`src/rtl/jt10_adpcmb_seq.sv`:
```
// jt10_adpcmb_seq: time-multiplexed ADPCM-B fetch sequencer.
// On every cen55 tick each channel in turn advances its delta-N phase
// accumulator, steps its nibble pointer, fetches a byte through a shared
// req/ack port when needed and emits one nibble record to the decoder.
// Optional feature: define JT10_ADPCMB_BYTECACHE_EN to keep a per-channel
// byte cache so the low-nibble step reuses the byte fetched for the high one.
module jt10_adpcmb_seq #(
    parameter  int CH  = 2,
    parameter  int AW  = 24,
    localparam int CHW = (CH > 1) ? $clog2(CH) : 1
) (
    input  logic             clk,
    input  logic             rst,
    input  logic             cen55,
    input  logic [CH-1:0]    on,
    input  logic [CH-1:0]    rep,
    input  logic [CH-1:0]    clr,
    input  logic [CH*16-1:0] astart,
    input  logic [CH*16-1:0] aend,
    input  logic [CH*16-1:0] deltan,
    input  logic [CH-1:0]    clr_flag,
    output logic [CH-1:0]    flag,
    output logic             ovr,
    output logic             busy,
    output logic             mem_req,
    output logic [AW-1:0]    mem_addr,
    input  logic             mem_ack,
    input  logic [7:0]       mem_data,
    output logic             nib_valid,
    output logic [CHW-1:0]   nib_ch,
    output logic             nib_on,
    output logic             nib_adv,
    output logic [3:0]       nib_data
);

    typedef enum logic [2:0] {IDLE, CALC, REQ, WAIT, EMIT} state_t;

    state_t         state, state_nx;
    logic [CHW-1:0] ch;

    // Per-channel playback state
    logic [AW-1:0]  ptr      [CH];
    logic [15:0]    acc      [CH];
    logic [3:0]     last_nib [CH];
    logic [CH-1:0]  lo;        // 1: current nibble is the low one
    logic [CH-1:0]  playing;
    logic [CH-1:0]  first;     // start byte not fetched yet
    logic [CH-1:0]  on_q;      // on[] as seen at the channel's previous slot
`ifdef JT10_ADPCMB_BYTECACHE_EN
    logic [7:0]     cbyte    [CH];
    logic [CH-1:0]  cvalid;
`endif

    // Record being assembled for the current slot
    logic           rec_on, rec_adv, rec_lo;
    logic [3:0]     rec_data;

    // Slot computation results for channel ch
    logic [AW-1:0]  start_b, end_b, c_ptr;
    logic [15:0]    c_acc;
    logic [16:0]    c_sum;
    logic [3:0]     c_nib;
    logic           c_lo, c_play, c_first, c_adv, c_fetch, c_flag, c_cinv, c_hit;
    logic           last_ch;

    assign last_ch  = (ch == CHW'(CH - 1));
    assign nib_ch   = ch;
    assign nib_on   = rec_on;
    assign nib_adv  = rec_adv;
    assign nib_data = rec_data;

    // Per-slot update: key-on/off, clr, accumulator step, nibble step, end handling
    always_comb begin
        // NOTE: every variable gets a default first so no path leaves it unassigned, which would infer a latch.
        start_b = AW'(astart[16*int'(ch) +: 16]) << (AW - 16);
        end_b   = (AW'(aend[16*int'(ch) +: 16]) << (AW - 16))
                | ((AW'(1) << (AW - 16)) - AW'(1));
        c_ptr   = ptr[ch];
        c_acc   = acc[ch];
        c_lo    = lo[ch];
        c_play  = playing[ch];
        c_first = first[ch];
        c_adv   = 1'b0;
        c_fetch = 1'b0;
        c_flag  = 1'b0;
        c_cinv  = 1'b0;
        c_sum   = 17'd0;
        c_nib   = last_nib[ch];

        if (on[ch] && !on_q[ch]) begin
            c_ptr   = start_b;
            c_acc   = 16'd0;
            c_lo    = 1'b0;
            c_play  = 1'b1;
            c_first = 1'b1;
            c_cinv  = 1'b1;
        end else if (!on[ch]) begin
            c_play = 1'b0;
        end

        if (clr[ch]) begin
            c_ptr   = start_b;
            c_acc   = 16'd0;
            c_lo    = 1'b0;
            c_first = 1'b1;
            c_cinv  = 1'b1;
        end

`ifdef JT10_ADPCMB_BYTECACHE_EN
        c_hit = cvalid[ch] && !c_cinv;
`else
        c_hit = 1'b0;
`endif

        c_sum = {1'b0, c_acc} + {1'b0, deltan[16*int'(ch) +: 16]};
        if (c_play && !clr[ch]) begin
            c_acc = c_sum[15:0];
            c_adv = c_sum[16] | c_first;
        end

        if (c_adv) begin
            if (c_first) begin
                c_first = 1'b0;
                c_fetch = 1'b1;
            end else if (!c_lo) begin
                c_lo    = 1'b1;
                c_fetch = !c_hit;
            end else if (c_ptr == end_b) begin
                c_flag = 1'b1;
                if (rep[ch]) begin
                    c_ptr   = start_b;
                    c_lo    = 1'b0;
                    c_fetch = 1'b1;
                    c_cinv  = 1'b1;
                end else begin
                    c_play = 1'b0;
                    c_adv  = 1'b0;
                end
            end else begin
                c_ptr   = c_ptr + AW'(1);
                c_lo    = 1'b0;
                c_fetch = 1'b1;
            end
        end

`ifdef JT10_ADPCMB_BYTECACHE_EN
        if (c_adv && !c_fetch) c_nib = cbyte[ch][3:0];
`endif
    end

    // FSM state register
    always_ff @(posedge clk) begin
        // NOTE: sequential state uses non-blocking assignments so every flop samples pre-edge values.
        if (rst) state <= IDLE;
        else     state <= state_nx;
    end

    // FSM next state and strobes
    always_comb begin
        state_nx  = state;
        busy      = (state != IDLE);
        mem_req   = (state == REQ) || (state == WAIT);
        nib_valid = (state == EMIT);
        case (state)
            IDLE:       if (cen55) state_nx = CALC;
            CALC:       state_nx = c_fetch ? REQ : EMIT;
            REQ, WAIT:  state_nx = mem_ack ? EMIT : WAIT;
            EMIT:       state_nx = last_ch ? IDLE : CALC;
            default:    state_nx = IDLE;
        endcase
    end

    // Channel datapath, record assembly, flags and overrun
    always_ff @(posedge clk) begin
        if (rst) begin
            // NOTE: the per-channel arrays are a handful of flops, so they are reset explicitly rather than left undefined.
            for (int i = 0; i < CH; i++) begin
                ptr[i]      <= '0;
                acc[i]      <= '0;
                last_nib[i] <= '0;
`ifdef JT10_ADPCMB_BYTECACHE_EN
                cbyte[i]    <= '0;
`endif
            end
`ifdef JT10_ADPCMB_BYTECACHE_EN
            cvalid   <= '0;
`endif
            lo       <= '0;
            playing  <= '0;
            first    <= '0;
            on_q     <= '0;
            flag     <= '0;
            ovr      <= 1'b0;
            ch       <= '0;
            mem_addr <= '0;
            rec_on   <= 1'b0;
            rec_adv  <= 1'b0;
            rec_lo   <= 1'b0;
            rec_data <= '0;
        end else begin
            if (cen55 && state != IDLE) ovr <= 1'b1;

            for (int i = 0; i < CH; i++) begin
                if (state == CALC && c_flag && ch == CHW'(i)) flag[i] <= 1'b1;
                else if (clr_flag[i])                        flag[i] <= 1'b0;
            end

            case (state)
                IDLE: if (cen55) ch <= '0;
                CALC: begin
                    ptr[ch]     <= c_ptr;
                    acc[ch]     <= c_acc;
                    lo[ch]      <= c_lo;
                    playing[ch] <= c_play;
                    first[ch]   <= c_first;
                    on_q[ch]    <= on[ch];
                    rec_on      <= c_play;
                    rec_adv     <= c_adv;
                    rec_lo      <= c_lo;
                    rec_data    <= c_nib;
                    if (c_fetch) mem_addr <= c_ptr;
`ifdef JT10_ADPCMB_BYTECACHE_EN
                    if (c_cinv) cvalid[ch] <= 1'b0;
`endif
                end
                REQ, WAIT: if (mem_ack) begin
                    rec_data <= rec_lo ? mem_data[3:0] : mem_data[7:4];
`ifdef JT10_ADPCMB_BYTECACHE_EN
                    cbyte[ch]  <= mem_data;
                    cvalid[ch] <= 1'b1;
`endif
                end
                EMIT: begin
                    last_nib[ch] <= rec_data;
                    if (!last_ch) ch <= ch + CHW'(1);
                end
                default: ;
            endcase
        end
    end

endmodule

```
`config.mk`:
```
export PLATFORM = sky130hd
export DESIGN_NAME = jt10_adpcmb_seq
export DESIGN_NICKNAME = d
export VERILOG_FILES = /design/src/rtl/jt10_adpcmb_seq.sv
export SDC_FILE = /design/constraint.sdc
export NUM_CORES = 1
export LEC_CHECK = 0
export BUFFER_PORTS_ARGS = -buffer_cell sky130_fd_sc_hd__buf_2
export CORE_MARGIN = 2
export CORE_UTILIZATION = 30
export CTS_CLUSTER_SIZE = 30
export DETAILED_ROUTE_END_ITERATION = 10
export PLACE_DENSITY = 0.51
export SYNTH_ARGS = -nofsm -noshare
export SYNTH_HDL_FRONTEND = slang
export SYNTH_SLANG_ARGS = --single-unit
```
`constraint.sdc`:
```
create_clock -name clk -period 5.8 [get_ports clk]
set_input_delay 0.87 -clock clk [delete_from_list [all_inputs] [get_ports clk]]
set_output_delay 0.87 -clock clk [all_outputs]
set_load 0.01 [all_outputs]
```
# Word level (Yosys, flattened, before mapping)
# Memory sizes are Yosys's and may differ from the RTL's. A register that Yosys moved wholly into a read port is not among the register bits.
# Index checks and enable logic that the tools add are counted.
[word_totals] ramBits=88 input_bits=116 ff_bits=46 mem_count=3
[memory_table] memory="ptr" words=2 width=24 read_ports=1 rd_clocked_by_memory_dff=1 write_ports=2 line_no="42" text="logic [AW-1:0] ptr [CH];"
[memory_table] memory="acc" words=2 width=16 read_ports=1 rd_clocked_by_memory_dff=1 write_ports=2 line_no="43" text="logic [15:0] acc [CH];"
[memory_table] memory="last_nib" words=2 width=4 read_ports=1 rd_clocked_by_memory_dff=1 write_ports=2 line_no="44" text="logic [3:0] last_nib [CH];"
[classes] mux=95 n_eq_ne=7 bitwise=2 n_shift=3 n_reduce_logical=23 add_sub_neg=3 order_cmp=2
[op_table] cell="$mux 24" count=8
[op_table] cell="$shiftx 32x6->16" count=3
[op_table] cell="$mux 1" count=69
[op_table] cell="$mux 16" count=4
[op_table] cell="$add 24x1->24 const B" count=1
[op_table] cell="$eq 24x24->1" count=1
[op_table] cell="$reduce_or 24->1" count=1
[op_table] cell="$add 16x16->17" count=1
[op_table] cell="$reduce_or 16->1" count=1
[op_table] cell="$mux 4" count=3
[op_table] cell="$pmux 3 s4" count=1
[op_table] cell="$mux 3" count=3
[op_table] cell="$bwmux 2" count=4
[op_table] cell="$pmux 4 s2" count=1
[op_table] cell="$reduce_bool 2->1" count=4
[op_table] cell="$logic_and 1x1->1" count=7
[op_table] cell="$eq 3x2->1 const B" count=2
[op_table] cell="$reduce_and 2->1" count=3
[op_table] cell="$ne 2x2->1 const B" count=2
[op_table] cell="$reduce_or 4->1" count=1
[op_table] cell="$eq 3x1->1 const B" count=1
[op_table] cell="$eq 3x3->1 const B" count=1
[op_table] cell="$logic_not 3->1" count=1
[op_table] cell="$reduce_bool 3->1" count=1
[op_table] cell="10 further kinds" count=11

# Logic depth before layout (Yosys ltp)
# Gate-level depths: netlist of the first run.
[depth] word_depth=14 ltp_mapped=22

# Worst setup path after synthesis of the first run
# Ideal clock, no wire load.
[synth_timing] path_kind="reg2reg" startpoint="register ch (netlist: nib_ch)" endpoint="memory ptr[0][18], data pin" setup_time_ps=266 synth_period_minus_slack_ps=5435 required_ps=5534 slack_ps=365 arrival_time_ps=5169 path_stages_with_launch=23 path_cell_list="dfxtp_1 buf_4 buf_4 buf_2 buf_2 buf_2 buf_1 buf_1 buf_1 mux2_2 ha_1 inv_1 fa_1 nor2b_1 o31a_1 o2bb2ai_1 a21bo_2 a31o_2 nor2_1 clkbuf_1 o211ai_1 a21oi_1 nor2_1"
[synth_lines] element="start, declared" line_no="39" text="logic [CHW-1:0] ch;"
[synth_lines] element="start signal, assigned" line_no="235" text="if (!last_ch) ch <= ch + CHW'(1);"
[synth_lines] element="end, declared" line_no="42"

# Worst setup path after layout of the first run
[layout_timing] startpoint="input on[0]" endpoint="register mem_addr[15]"
[layout_via] elab_chain_cells=11 elab_cells_between_ends=29 cone_classes="add/sub: 2; eq/ne: 1; mux: 22; bitwise: 1; reduce/logical: 3"
[layout_rtl] element="start, declared" line_no="15" text="input logic [CH-1:0] on,"
[layout_rtl] element="$mux 1 (implied by the code) * (2 in series)" line_no="90, 97"
[layout_rtl] element="parallel branches: the longest is 9 deep, another holds $add 24x1->24"
[layout_rtl] element="end signal, assigned" line_no="221" text="if (c_fetch) mem_addr <= c_ptr;"
[layout_rtl] element="end, declared" line_no="26" text="output logic [AW-1:0] mem_addr,"
# Mark *: on every way between the ends. The select of a mux whose other input is x is not followed.
# A chain may end at the register's enable or synchronous reset.

==> metrics.txt, run 1 <==
status=completed; H-tree depth=4; Hold Path Class=reg -> reg; initial antenna violation count=0; Synth Register Bits=135; family with the most delay on the worst path=compound AO/OA/AOI/OAI gates; slowest stage delay, CP=0.55 ns; Clock power frac=38.9%; R2R Path End=rec_lo$_SDFFE_PP0P_; Port Buffers=152; P_sw=823 µW; first-iteration detailed-routing DRC count=597; Clk Latency, worst-skew pair=0.42 ns; syn_nets=1124; Post-CTS Resized=0; Fillers=3076; largest net degree at the start of global routing=64; Place WS=0.672 ns; DRC errors left=0; Reg2Reg Setup Slack=1.25 ns; Max-cap violations=0; number of vias in the routed layout=8124; Syn Inst Count=990; Critical Path Sink Type=flip-flop; post-CTS setup buffer count=0; area of all placed cells without fillers=10800 µm²; Synth Area per Inst=9.14 µm²; Critical Path Most Common Cell=nor2b_1; Max rail drop VDD=175 µV; switching share of power=29.5%; Final Skew=0.0129 ns; placement-stage cell area=10200 µm²; power density over cell area=257 nW/µm²; Combinational Power Share=20.9%; CP required=6.12 ns; die area=31600 µm²; total chip power=2.79 mW; Slew HR=32.3%; grt ovf=0; width of the die=178 µm; Int Power=1.96 mW; core box area=29600 µm²; gr usage total=17.9%; Top FF cell, synth=edfxtp_1; buffers and inverters on the worst path=2; WS Path Type=in -> reg; clock buffer depth=2; hold_buf cts=0; leak pwr=4.04 nW; number of synthesized flops with an enable pin=88; final WL=28700 µm; Clock transition at path regs=0.07 ns; Clock Sinks=135; Detail Route Antenna Nets=0; sequential element share of the synthesized area=39.6%; Ant. Diodes=0; arrival time worst endpoint=4.99 ns; Final WS setup=1.13 ns; setup violators final=0; Synth Warn #=0; post-route clock period utilization=80.5%; Worst Hold Path EP=nib_adv$_SDFFE_PP0P_; global-route wire length before repair=43400 µm; CP Launch Type=input pin; DP HPWL=20800 µm; setup tns final=0 ns; ys async rst share=0%; CTS tree=yes; vias in the first global route=7639; io pins=153; # rows=63; Mapped Area=9040 µm²; hold_sp=nib_adv$_SDFFE_PP0P_; Initial Util=30.5%; Peak Freq=0.214 GHz; vias per cell=5.33; Synth cell types=79; RSZ-0062 raised after global routing=false; total CTS buffers=17; largest fanout on the critical path=29; slowest CP cell=nor3_2; Root Buffer=clkbuf_16; reg2reg path depth=9; Flop pwr share=40.2%; utilization after layout=36.6%; Final Hold Vio Count=0; final-stage net count=1256; GPL Wtd Cong=0.910; WHS Path Cells=2; synthesis-to-finish area growth=19.8%; worst-path cell chain=buf_2 -> nor2b_1 -> o32a_4 -> nor2_1 -> ha_1 -> inv_1 -> fa_1 -> nor2b_1 -> o31a_1 -> o2bb2ai_1 -> a21bo_2 -> a31o_2 -> nor3_2 -> nand2b_1 -> o32ai_1; Slew @ Worst Pin=1.02 ns; Final Critical Period=4.67 ns; fraction of layout cells with a size suffix above 1=23.7%; DR WL/cell=18.8 µm; Slew Limit Fails=0; Die Ht=178 µm; drt first pass iters=5
==> placed cells by master (no fill, tap or decap), types with 7 or more instances in the layout <==
cell type | netlist | final
a31oi_1 | 9 | 9
mux2i_1 | 85 | 85
nor2b_1 | 14 | 14
nor3_1 | 38 | 37
nand2_1 | 59 | 59
o22ai_1 | 11 | 11
nand3_1 | 24 | 24
a21oi_1 | 53 | 53
nor2_1 | 140 | 140
nand4_1 | 19 | 19
o211ai_1 | 8 | 8
or4_1 | 8 | 8
inv_1 | 20 | 20
edfxtp_1 | 88 | 88
o21ai_0 | 47 | 47
buf_4 | 4 | 24
xor2_1 | 19 | 19
nor4_1 | 8 | 8
mux2_2 | 32 | 32
xnor2_1 | 15 | 15
ha_1 | 17 | 17
a211oi_1 | 18 | 18
and3_1 | 7 | 7
and2_1 | 13 | 13
or2_2 | 7 | 7
or3_1 | 9 | 8
dfxtp_1 | 47 | 45
buf_2 | 6 | 152
nand2b_1 | 21 | 21
clkbuf_16 | 0 | 20
nand3b_1 | 7 | 7
==> metrics by stage <==
step | instances | hold slack (ns)
global route | 1525 | 0.474
detailed placement | 1493 | 0.455
floorplan | 990 | 0.444
global placement | 1493 | 0.443
finish | 1525 | 0.464
CTS | 1525 | 0.464
==> state kept, by name (all words and copies together) (netlist names), 2 cells and up, named ones only <==
register,cells
on_q,2
ptr,48
nib_data,4
acc,32
playing,2
first,2
mem_addr,24
last_nib,8
lo,2
flag,2
state,3
==> metal layers <==
metal,track usage (%),part of all wire [%],up-vias
li1,-,-,3937
met1,25.3,47,3865
met2,27.8,45,291
met3,3.13,6.5,31
met4,5.50,2.2,0
met5,0,0,-
==> worst reg2reg max path: cells and delay by family, from the launching register on <==
| family | cells | cell delay (ns) |
|---|---|---|
| buffers and inverters | 1 | 0.31 |
| DFF | 1 | 0.77 |
| and+or+nand+nor | 3 | 1.60 |
| AOI/OAI and AO/OA | 4 | 1.41 |
| muxes | 1 | 0.40 |
==> power groups by stage <==
stage / Clock (mW) / Sequential, mW / Combinational [mW]
after floorplan: 0 / 1.13 / 0.386
after CTS: 1.11 / 1.12 / 0.583
after detailed placement: 0 / 1.14 / 0.579
final: 1.08 / 1.12 / 0.581
after global placement: 0 / 1.14 / 0.578
after global routing: 1.15 / 1.13 / 0.640
==> cell type report <==
type | count | area (µm²) | area share, %
multi-input combinational | 772 | 5140 | 47.4
sequential | 135 | 3590 | 33.1
timing repair buffer | 176 | 941 | 8.69
clock buffer | 23 | 532 | 4.91
tap | 390 | 488 | 4.50
inverter | 20 | 75.1 | 0.693
clock inverter | 9 | 71.3 | 0.658
==> cell families after synthesis <==
family          Yosys count  share of synthesized area [%]
buf+inv                  83                           3.86
xor+xnor                 34                           3.29
compound gates          208                           15.3
mux                     118                           13.6
flops                   135                           39.6
simple gates            394                           21.8
fa+ha+maj                18                           2.57
==> cells in the mapped netlist, types with 5 or more instances <==
| master | count | area share, % |
|---|---|---|
| nor2_1 | 140 | 5.8 |
| edfxtp_1 | 88 | 29 |
| mux2i_1 | 85 | 9.4 |
| nand2_1 | 59 | 2.4 |
| a21oi_1 | 53 | 2.9 |
| dfxtp_1 | 47 | 10 |
| o21ai_0 | 47 | 2.6 |
| clkbuf_1 | 41 | 1.7 |
| nor3_1 | 38 | 2.1 |
| mux2_2 | 32 | 4.0 |
| nand3_1 | 24 | 1.3 |
| nand2b_1 | 21 | 1.5 |
| inv_1 | 20 | 0.83 |
| nand4_1 | 19 | 1.3 |
| xor2_1 | 19 | 1.8 |
| a211oi_1 | 18 | 1.5 |
| ha_1 | 17 | 2.4 |
| xnor2_1 | 15 | 1.5 |
| nor2b_1 | 14 | 0.97 |
| and2_1 | 13 | 0.90 |
| o22ai_1 | 11 | 0.76 |
| buf_1 | 10 | 0.42 |
| a31oi_1 | 9 | 0.62 |
| or3_1 | 9 | 0.62 |
| nor4_1 | 8 | 0.55 |
| o211ai_1 | 8 | 0.66 |
| or4_1 | 8 | 0.66 |
| and3_1 | 7 | 0.48 |
| nand3b_1 | 7 | 0.58 |
| or2_2 | 7 | 0.48 |
| a22oi_1 | 6 | 0.50 |
| buf_2 | 6 | 0.33 |
| nor3b_1 | 6 | 0.50 |
| o21a_1 | 6 | 0.50 |
| a31o_2 | 5 | 0.48 |
==> how the worst max path moves through the flow <==
stage | startpoint | endpoint | slack, ns | cells past startpoint
after global routing | on[0] | mem_addr[15]$_SDFFE_PP0P_ | 0.86 | 15
after floorplan | nib_ch$_SDFFE_PP0P_ | ptr[0][18]$_SDFFCE_PN0P_ | 0.37 | 22
after global placement | on[0] | mem_addr[22]$_SDFFE_PP0P_ | 0.69 | 14
after CTS | on[0] | mem_addr[15]$_SDFFE_PP0P_ | 1.13 | 15
after detailed placement | on[0] | mem_addr[15]$_SDFFE_PP0P_ | 0.67 | 15
final | on[0] | mem_addr[15]$_SDFFE_PP0P_ | 1.13 | 15
(Power assumes the default switching activity.)
==> inputs of run 2 (changes only) <==
--- a/config.mk
+++ b/config.mk
@@ -5,12 +5,13 @@
 export SDC_FILE = /design/constraint.sdc
 export NUM_CORES = 1
 export LEC_CHECK = 0
+export ABC_AREA = 1
 export BUFFER_PORTS_ARGS = -buffer_cell sky130_fd_sc_hd__buf_2
 export CORE_MARGIN = 2
 export CORE_UTILIZATION = 30
 export CTS_CLUSTER_SIZE = 30
 export DETAILED_ROUTE_END_ITERATION = 10
-export PLACE_DENSITY = 0.51
+export PLACE_DENSITY = 0.52
 export SYNTH_ARGS = -nofsm -noshare
 export SYNTH_HDL_FRONTEND = slang
 export SYNTH_SLANG_ARGS = --single-unit
==> constraint.sdc (replaced) <==
create_clock -name clk -period 3.8 [get_ports clk]
set_input_delay 0.57 -clock clk [delete_from_list [all_inputs] [get_ports clk]]
set_output_delay 0.57 -clock clk [all_outputs]
set_load 0.01 [all_outputs]
==> metrics.txt, run 2 <==
GPL Wtd Cong=0.869 (-4.5%); final WL=32500 µm (+13%); Final Critical Period=3.47 ns; grt ovf=0 (unchanged); Syn Inst Count=1540 (+56%); most common cell in the netlist=nand2_1; Die Ht=186 µm (+4.5%); total CTS buffers=17 (unchanged); Mapped Area=9900 µm² (+9.4%); WS Path Type=reg -> reg; Root Buffer=clkbuf_16; Synth Register Bits=135 (unchanged); largest fanout on the critical path=12 (-59%); Clock power frac=36.6% (-2.3 points); CP Launch Type=flip-flop; initial antenna violation count=0 (unchanged); Slew Limit Fails=0 (unchanged); Top FF cell, synth=edfxtp_1; Yosys top cell by area=edfxtp_1; Max rail drop VDD=322 µV (+84%); ys async rst share=0% (unchanged); Synth area leaders=edfxtp_1 (27%), nand2_1 (20%), dfxtp_1 (9.5%), nor2_1 (8.1%), inv_1 (7.0%); number of vias in the routed layout=9984 (+23%); core box area=32500 µm² (+9.8%); hold_sp=clr_flag[1]; Initial Util=30.4% (-0.10 points); clock buffer depth=2 (unchanged); synthesis-to-finish area growth=20.4%; first-iteration detailed-routing DRC count=678 (+14%); Final Skew=0.0131 ns (+0.000112 ns); Fillers=3605 (+17%); RSZ-0062 raised after global routing=false; top-area cell type share of the netlist area=26.7% (-2.5 points); Hold Path Class=in -> reg; setup violators final=0 (unchanged); hold_buf cts=0 (unchanged); Max-cap violations=0 (unchanged); CP required=4.07 ns (-2.05 ns); Worst Setup SP=nib_ch$_SDFFE_PP0P_; Slew HR=47.2% (+15 points); max reg flops=48 (unchanged); Clk Latency, worst-skew pair=0.42 ns (about the same); die area=34500 µm² (+9.2%); post-route non-filler standard cell count=2146 (+41%); Combinational Power Share=28.0% (+7.1 points); largest net degree at the start of global routing=84 (+31%); setup tns final=0 ns (unchanged); status=completed; most common cell after layout, fill and taps aside=nand2_1; H-tree depth=4 (unchanged); utilization after layout=36.6% (+0.083 points); reg2reg path depth=22 (+13); Post-synth top cells=nand2_1 (536), nor2_1 (213), inv_1 (184); # rows=66 (+4.8%); Synth cell types=39 (-51%); io pins=153 (unchanged); post-CTS setup buffer count=0 (unchanged); drt first pass iters=5 (unchanged); Ant. Diodes=0 (unchanged); power density over cell area=408 nW/µm² (+59%); placement-stage cell area=11300 µm² (+10%); area of all placed cells without fillers=11900 µm² (+10%); leak pwr=5.79 nW (+43%); arrival time worst endpoint=3.74 ns (-1.25 ns); Final Hold Vio Count=0 (unchanged); Peak Freq=0.288 GHz; width of the die=186 µm (+4.5%); DRC errors left=0 (unchanged); P_sw=1.64 mW (+99%); DR WL/cell=15.1 µm (-19%); CTS tree=yes; vias in the first global route=9220 (+21%); number of synthesized flops with an enable pin=88 (unchanged); Largest Register=ptr; Synth Warn #=0 (unchanged); Detail Route Antenna Nets=0 (unchanged); switching share of power=33.6% (+4.1 points); gr usage total=18.9% (+1.0 points); Synth Area per Inst=6.43 µm² (-30%); Flop pwr share=35.4% (-4.8 points); global-route wire length before repair=50200 µm (+15%); commonest cells after routing, fill and taps aside=nand2_1 (534), nor2_1 (212), inv_1 (184), buf_2 (152); Clock Sinks=135 (unchanged); largest registers=ptr: 48 flops, acc: 32 flops, mem_addr: 24 flops; FF-to-FF Start=nib_ch$_SDFFE_PP0P_; Placed Cells incl. Taps=2114 (+42%); total chip power=4.86 mW (+75%); WHS Path Cells=2 (unchanged); fraction of layout cells with a size suffix above 1=16.1% (-7.6 points); Port Buffers=152 (unchanged); vias per cell=4.65 (-13%); syn_nets=1674 (+49%); DP HPWL=23600 µm (+13%); final-stage net count=1825 (+45%); Int Power=3.23 mW (+64%); Critical Path Sink Type=flip-flop; post-route clock period utilization=91.3%; sequential element share of the synthesized area=36.2% (-3.4 points); Clock transition at path regs=0.06 ns (about the same); Slew @ Worst Pin=0.784 ns (-0.232 ns)
[run 2: layout make-up]
type | count | area (µm²) | area share, %
timing repair buffer | 194 | 1150 | 9.65
multi-input combinational | 1153 | 5290 | 44.4
inverter | 190 | 716 | 6.00
clock inverter | 12 | 176 | 1.48
clock buffer | 20 | 447 | 3.75
sequential | 135 | 3590 | 30.1
tap | 442 | 553 | 4.64
[run 2: layer usage]
| layer | GRT usage, % | routed length (µm) | up-vias |
|---|---|---|---|
| met3 | 2.88 | 1700 | 15 |
| met2 | 32.0 | 14900 | 252 |
| li1 | - | - | 5176 |
| met4 | 3.34 | 272 | 0 |
| met5 | 0 | 0 | - |
| met1 | 25.8 | 15600 | 4541 |
[run 2: critical path, cell delays in order, from the launching register on]
cell,delay [ns]
dfxtp_4,0.46
inv_1,0.12
nand2_1,0.07
nand2_1,0.09
nand2_4,0.09
nand2_4,0.09
buf_12,0.16
inv_2,0.05
buf_4,0.12
nand2_1,0.09
inv_1,0.09
ha_1,0.17
nand2_1,0.08
nor2_2,0.15
buf_4,0.15
inv_1,0.06
nor2_1,0.31
nand3_1,0.16
nor2_1,0.34
nand2_1,0.09
nand2_1,0.13
nand2_1,0.11
a21oi_1,0.14
[run 2: power groups by stage]
| stage | clock network [mW] | logic (mW) | registers (mW) |
|---|---|---|---|
| 6_report | 1.78 | 1.36 | 1.72 |
| 5_1_grt | 1.87 | 1.55 | 1.73 |
| 4_1_cts | 1.82 | 1.36 | 1.72 |
| 3_5_place_dp | 0 | 1.35 | 1.75 |
| 3_3_place_gp | 0 | 1.35 | 1.75 |
| 2_1_floorplan | 0 | 0.906 | 1.75 |
[run 2: cell families (layout without fill, tap and decap cells)]
group / count (synthesis) / count (layout) / share of synthesized area [%]
DFF: 135 / 135 / 36.2
and+or+nand+nor: 913 / 913 / 38.2
adders and majority gates: 18 / 18 / 2.35
AOI/OAI and AO/OA: 200 / 200 / 10.5
buffers and inverters: 252 / 416 / 10.7
xor gates and xnor gates: 20 / 20 / 1.77
muxes: 2 / 2 / 0.202
[run 2: what timing repair did]
item / in CTS / in global routing
resized for setup: 1 / 8
hold endpoints to repair: 0 / 0
endpoints found under the setup margin: 6 / 82
[run 2: path summary, 6_finish.rpt]
kind,endpoint,slack (ns)
setup / recovery,ptr[0][21]$_SDFFCE_PN0P_,0.33
hold / removal,flag[1]$_SDFFE_PP0P_,0.36
setup reg to reg,ptr[0][21]$_SDFFCE_PN0P_,0.33
hold reg to reg,first[1]$_SDFFE_PP0P_,0.46
[run 2: through the flow]
| step | hold WS [ns] | setup slack, ns |
|---|---|---|
| 6_report | 0.360 | 0.329 |
| 5_1_grt | 0.354 | 0.0142 |
| 4_1_cts | 0.343 | 0.100 |
| 3_5_place_dp | 0.449 | -0.104 |
| 3_3_place_gp | 0.442 | -0.0962 |
| 2_1_floorplan | 0.428 | 0.0427 |
